--- src/rtl/tonomat_param.sv ---
// tonomat_param -- parametrised vending-machine controller.
// Accepts 1/5/10 coins one per edge, vends one product at PRICE and pays the
// remaining credit back greedily, one 5-unit or 1-unit coin per cycle.
// Optional feature macro: TONOMAT_CANCEL_EN (cancel/refund path from IDLE).
module tonomat_param #(
   parameter int PRICE    = 3,
   parameter int CREDIT_W = 5
) (
   input  logic                CLK,
   input  logic                RESET,
   input  logic                RON1,
   input  logic                RON5,
   input  logic                RON10,
   input  logic                CANCEL,
   output logic                PRODUS,
   output logic                R1,
   output logic                R5,
   output logic                BUSY,
   output logic [CREDIT_W-1:0] CREDIT
);

   typedef enum logic [1:0] {IDLE, VEND, CHANGE} state_t;

   localparam logic [CREDIT_W:0]   PRICE_W = (CREDIT_W+1)'(PRICE);
   localparam logic [CREDIT_W-1:0] FIVE    = CREDIT_W'(5);
   localparam logic [CREDIT_W-1:0] ONE     = CREDIT_W'(1);

   state_t              state, state_nx;
   logic [CREDIT_W-1:0] credit, credit_nx;
   logic [CREDIT_W:0]   coin_val;
   logic [CREDIT_W:0]   sum;
   logic [CREDIT_W:0]   after_price;
   logic                cancel_req;

`ifdef TONOMAT_CANCEL_EN
   assign cancel_req = CANCEL;
`else
   // Refund path not built: CANCEL is a dangling port in this configuration.
   logic unused_cancel;
   assign unused_cancel = CANCEL;
   assign cancel_req    = 1'b0;
`endif

   // Coin priority: RON1 over RON5 over RON10; at most one coin per edge.
   always_comb begin
      coin_val = '0;
      if (RON1)       coin_val = (CREDIT_W+1)'(1);
      else if (RON5)  coin_val = (CREDIT_W+1)'(5);
      else if (RON10) coin_val = (CREDIT_W+1)'(10);
   end

   // One extra bit keeps credit+coin from wrapping before the price compare.
   assign sum         = {1'b0, credit} + coin_val;
   assign after_price = sum - PRICE_W;

   // Next-state and next-credit for the IDLE / VEND / CHANGE sequencer.
   always_comb begin
      // NOTE: every variable gets a default first so no path infers a latch.
      state_nx  = state;
      credit_nx = credit;
      case (state)
         IDLE: begin
            if (cancel_req) begin
               credit_nx = sum[CREDIT_W-1:0];
               if (sum != '0) state_nx = CHANGE;
            end else if (sum >= PRICE_W) begin
               credit_nx = after_price[CREDIT_W-1:0];
               state_nx  = VEND;
            end else begin
               credit_nx = sum[CREDIT_W-1:0];
            end
         end
         VEND: begin
            state_nx = (credit != '0) ? CHANGE : IDLE;
         end
         CHANGE: begin
            credit_nx = (credit >= FIVE) ? credit - FIVE : credit - ONE;
            if (credit_nx == '0) state_nx = IDLE;
         end
         default: begin
            state_nx  = IDLE;
            credit_nx = '0;
         end
      endcase
   end

   // State, credit and Moore outputs registered from the next state/credit.
   always_ff @(posedge CLK or posedge RESET) begin
      if (RESET) begin
         state  <= IDLE;
         credit <= '0;
         PRODUS <= 1'b0;
         R1     <= 1'b0;
         R5     <= 1'b0;
         BUSY   <= 1'b0;
      end else begin
         // NOTE: non-blocking assignments so every register samples pre-edge values.
         state  <= state_nx;
         credit <= credit_nx;
         PRODUS <= (state_nx == VEND);
         R5     <= (state_nx == CHANGE) && (credit_nx >= FIVE);
         R1     <= (state_nx == CHANGE) && (credit_nx <  FIVE);
         BUSY   <= (state_nx != IDLE);
      end
   end

   assign CREDIT = credit;

endmodule
--- config.mk ---
export PLATFORM = sky130hd
export DESIGN_NAME = tonomat_param
export DESIGN_NICKNAME = d
export VERILOG_FILES = /design/src/rtl/tonomat_param.sv
export SDC_FILE = /design/constraint.sdc
export NUM_CORES = 1
export LEC_CHECK = 0
export CORE_MARGIN = 4
export CORE_UTILIZATION = 30
export DETAILED_ROUTE_END_ITERATION = 7
export GPL_TIMING_DRIVEN = 0
export MAX_ROUTING_LAYER = met4
export SYNTH_ARGS = -nofsm -noshare
export SYNTH_HDL_FRONTEND = slang
export SYNTH_SLANG_ARGS = --single-unit
--- constraint.sdc ---
create_clock -name CLK -period 2.65 [get_ports CLK]
set_input_delay 0.53 -clock CLK [delete_from_list [all_inputs] [get_ports CLK]]
set_output_delay 0.53 -clock CLK [all_outputs]
set_load 0.01 [all_outputs]
After elaboration in Yosys (flattened, before gate mapping)
Cells that the tools add are included.

storage, ports and cells
  register bits after elaboration = 11
  bits in latches = 0
  RAM bits = 0
  bits in read-only memories = 0
  input port bits = 6
  output and inout port bits = 9
  logic and storage cells = 34
  memories kept = 0

cells by class
  add/sub/neg operators = 4
  multiply operators = 0
  divide/modulo/power cells = 0
  $lt $le $gt $ge = 4
  equality and inequality tests = 4
  shift operators = 0
  muxes and demuxes = 10
  bitwise logic cells = 0
  reductions and logical operators = 6

operators with widths
  cell                   count
  $pmux W5 S3            1
  $ge A5 B3 Y1 const B   2
  $mux W5                2
  $mux W4                2
  $add A5 B6 Y6          1
  $ge A6 B2 Y1 const B   1
  $mux W2                3
  $mux W6                1
  $pmux W2 S3            1
  $logic_not A5 Y1       1
  $lt A5 B3 Y1 const B   1
  $reduce_bool A5 Y1     1
  $sub A5 B1 Y5 const B  1
  $sub A5 B2 Y5 const B  1
  $sub A5 B3 Y5 const B  1
  $eq A2 B1 Y1 const B   2
  $eq A2 B2 Y1 const B   2
  $logic_and A1 B1 Y1    2
  $logic_not A2 Y1       1
  $reduce_bool A2 Y1     1

Longest topological paths before layout
  word-level depth = 9
  gate-level depth with buffers = 11
  mapped depth without buffers = 11

Least setup slack after synthesis
No wires, ideal clock.

  path type = in2reg
  start point = in RON5
  end point = reg R1
  setup time = 0.066 ns
  arrival time = 2.916 ns
  required time = 2.584 ns
  path slack = -0.332 ns
  stages on the path = 11
  path buffers = 0
  path through = or2_2 -> ha_1 -> fa_1 -> ha_1 -> nor3_1 -> nand2_1 -> or3_1 -> a21oi_1 -> o32ai_1 -> o21ai_1 -> and3b_1

between the ends
  cells in the longest elaborated chain, start to end = 8
  elaborated cells between the ends (all ways) = 12
  classes of those cells = add/sub: 2; order compare: 2; eq/ne: 1; mux: 6; reduce/logical: 1

RTL lines
  element                                               RTL line  text
  start: declaration                                    12        input logic RON5,
  $mux W4 *                                             48        else if (RON5) coin_val = (CREDIT_W+1)'(5);
  $mux W6 *                                             47        if (RON1) coin_val = (CREDIT_W+1)'(1);
  $add A5 B6 Y6 *                                       53        assign sum = {1'b0, credit} + coin_val;
  $sub A5 B2 Y5 / $ge A6 B2 Y1 (equally long branches)  54, 66
  $mux W5 *                                             66        end else if (sum >= PRICE_W) begin
  $pmux W5 S3 *                                         61        case (state)
  via credit_nx[0]                                      29        logic [CREDIT_W-1:0] credit, credit_nx;
  $lt A5 B3 Y1 *                                        102       R1 <= (state_nx == CHANGE) && (credit_nx < FIVE);
  $logic_and A1 B1 Y1 *                                 102
  end signal: assignment                                102
  end: declaration                                      16        output logic R1,

Mark *: on every way through the listed nets, which the timed path passes. The rest lies on a longest branch.

Final worst setup path
  start point = in RON1
  end point = reg R1

between the ends
  cells in the longest elaborated chain, start to end = 7
  elaborated cells between the ends (all ways) = 11
  classes of those cells = add/sub: 2; order compare: 2; eq/ne: 1; mux: 5; reduce/logical: 1

RTL lines
  element                                               RTL line  text
  start: declaration                                    11        input logic RON1,
  $mux W6 *                                             47
  $add A5 B6 Y6 *                                       53
  $sub A5 B2 Y5 / $ge A6 B2 Y1 (equally long branches)  54, 66
  $mux W5 *                                             66
  $pmux W5 S3 *                                         61
  via credit_nx[0]                                      29
  $lt A5 B3 Y1 *                                        102
  $logic_and A1 B1 Y1 *                                 102

Marked as above.

==> impl_metrics.yaml <==
place:
  hpwlAfterDp_um: 1810
  gp_congestion: 0.837
  place_area_um2: 1180
  io_buffers: 13
  dp.cells: 171
  pre_cts_ws_ns: -0.834
sta:
  finalWorstSetupSlack_ns: -0.107
  timing.slew.headroom_pct: 71.2
  worst_pin_slew_ns: 0.432
  fin_crit_sh_pct: 104
  rsz0062_at_grt: "yes"
  finClkSkew_ns: 0.00453
  min_period_ns: 2.76
  slew_viol_final: 0
  timing.final.hold_violations: 0
  setup_violations: 2
  fmax_mhz: 363
detailed_routing:
  post_drt_wl_per_cell_um: 13.2
  dr.pass1.iters: 4
  top_layer: "met4"
  wl_met3_um: 65
  totalWireLength_um: 2390
  num_vias: 914
  route.met2.wl_um: 1150
  ant_nets: 0
  wl_met1_um: 1150
  viasPerCell: 5.05
  drc: 0
  drtIter0Drc: 31
global_route:
  grt_pass1_wl_um: 4140
  grt_start_max_net_pins: 12
  antenna_found_initial: 0
  grt_pass1_vias: 873
  grt_overflow_total: 0
  grtUsageTotal_pct: 12.7
critical_path:
  slowest_delay_ns: 0.46
  path_buf_inv: 1
  worst-setup-path-type: "in -> reg"
  crit_family: "simple AND/OR/NAND/NOR gates"
  critPathRequiredTime_ns: 2.86
  end_kind: "flip-flop"
  start_kind: "input pin"
  crit_slowest_cell: "fa_2"
  cpMostUsedCell: "ha_4"
  crit_fanout: 5
  cp_cell_sequence: "buf_6 > or2_4 > ha_4 > fa_2 > ha_4 > nor3_4 > nand2_4 > or3_4 > a21oi_2 > o32ai_2 > o21ai_2 > and3b_1"
  cp.arrival_ns: 2.97
cells_and_area:
  layout_commonest_cell: "dfrtp_1"
  mostFrequentLayoutCells: "11 x dfrtp_1, 10 x clkdlybuf4s50_1, 8 x nor2_1, 8 x a21oi_1"
  final_cell_area_um2: 1320
  area_growth_pct: 36.0
  finalNetCount: 153
  diodes: 0
  fin_util_pct: 42.9
  stdcell_count: 181
  drive_above_1_share_pct: 26.3
  num-fill-cells: 318
status:
  status: "finished with violations"
  violations: "negative setup slack"
floorplanning:
  die-area_um2: 4210
  start_util_pct: 31.5
  io_pins: 15
  core.rowCount: 20
  core_um2: 3080
  die_w_um: 64.9
  die_y_um: 64.9
job:
  cap_violations: 0
logic_synthesis:
  ys_types: 42
  synthArstFlopShare_pct: 100
  synth_top_area_cell: "dfrtp_1"
  syn_area_um2: 971
  ys_seq_area_share_pct: 28.4
  ys_top_cells_by_area: "dfrtp_1 28%, ha_1 10%, a21oi_1 5.2%"
  synth_seq_cells: 11
  yosys_warnings: 0
  ys.flop_type: "dfrtp_1"
  syn_avg_cell_area_um2: 8.52
  syn_nets: 129
  netlist.area_leader.share_pct: 28.4
  postSynthCellCount: 114
  synth_edf_count: 0
cts:
  clkLatencyLatePin_ns: 0.27
  root_buffer: "clkbuf_4"
  path_clk_slew_ns: 0.07
  ctsHtreeMaxLevel: 1
  cts_buffer_depth: 2
  clock_sinks: 11
  cts_tree: "built"
  cts_buffers: 3
pwr:
  ir_drop_mv: 0.684
  leakagePower_nw: 0.542
  power_density_nw_per_um2: 1510
hold_path:
  hold_class: "in -> async"
flip-flops by register name (all words and copies together) (netlist names):
signal / flops
BUSY: 1
CREDIT: 5
PRODUS: 1
R1: 1
R5: 1
state: 2
cells in the mapped netlist, types with 2 or more instances:
| cell type | instances |
|---|---|
| ha_1 | 8 |
| a31oi_1 | 2 |
| nor4_1 | 2 |
| o21ai_1 | 4 |
| a21oi_1 | 10 |
| inv_1 | 7 |
| clkbuf_1 | 4 |
| xnor2_1 | 2 |
| o21ai_0 | 5 |
| or2_2 | 3 |
| nand3_1 | 3 |
| dfrtp_1 | 11 |
| nand2_1 | 5 |
| mux2i_1 | 2 |
| nor2b_1 | 6 |
| o31ai_1 | 2 |
| nor3_1 | 3 |
| nor2_1 | 9 |
| nand2b_1 | 3 |
worst paths after layout:
path	slack, ns	depth (start not counted)	endpoint	startpoint
max	-0.11	12	R1$_DFF_PP0_	RON1
min	0.53	2	BUSY$_DFF_PP0_	RESET
max reg2reg	-0.02	10	R1$_DFF_PP0_	CREDIT[0]$_DFF_PP0_
min reg2reg	0.72	1	CREDIT[0]$_DFF_PP0_	state[1]$_DFF_PP0_
max in group asynchronous	1.83	2	CREDIT[4]$_DFF_PP0_	RESET
min in group CLK	0.72	1	CREDIT[0]$_DFF_PP0_	state[1]$_DFF_PP0_
metal layers:
layer | vias up | track usage [%]
met4 | 0 | 3.96
li1 | 458 | -
met3 | 3 | 1.56
met2 | 14 | 19.2
met5 | - | -
met1 | 439 | 17.7
through the flow:
step	total power (W)	hold WS (ns)	setup TNS, ns
floorplan	0.00128	0.382	-0.264
global placement	0.00162	0.671	-4.57
detailed placement	0.00164	0.676	-4.49
CTS	0.00189	0.544	-0.376
global route	0.00219	0.569	-0.377
finish	0.00200	0.535	-0.186
cell type report:
cell class | instances | area, um^2 | area share (%)
tap | 44 | 55.1 | 4.17
buffer | 5 | 26.3 | 1.99
sequential | 11 | 275 | 20.9
clock inverter | 1 | 5.00 | 0.379
timing repair buffer | 19 | 170 | 12.9
inverter | 7 | 26.3 | 1.99
multi-input combinational | 91 | 739 | 56.0
clock buffer | 3 | 22.5 | 1.71
report_power, final:
part	internal (W)	total, W	switching (W)
logic	0.000745	0.00152	0.000774
registers	0.000253	0.000364	0.000111
clock network	0.0000560	0.000114	0.0000577
total	0.00105	0.00200	0.000942
what timing repair did:
item,in CTS,in global routing
hold buffers,0,0
buffers inserted,5,1
gates resized for setup,18,6
endpoints found under the hold margin,0,0
pin swaps,11,9
setup endpoints to repair,7,6
worst reg2reg max path: stages (launching register included):
cell	delay, ns
dfrtp_1	0.50
ha_4	0.19
fa_2	0.47
ha_4	0.19
nor3_4	0.14
nand2_4	0.10
or3_4	0.42
a21oi_2	0.14
o32ai_2	0.10
o21ai_2	0.18
and3b_1	0.17
kinds of logic after synthesis:
| family | count (synthesis) | share of synthesized area, % |
|---|---|---|
| adders and majority gates | 9 | 12.4 |
| and+or+nand+nor | 44 | 25.3 |
| xor gates and xnor gates | 3 | 2.71 |
| AOI/OAI and AO/OA | 32 | 22.7 |
| DFF | 11 | 28.4 |
| buffers and inverters | 12 | 5.41 |
| muxes | 3 | 3.22 |
Note: power is estimated with default switching activity, not from simulation.
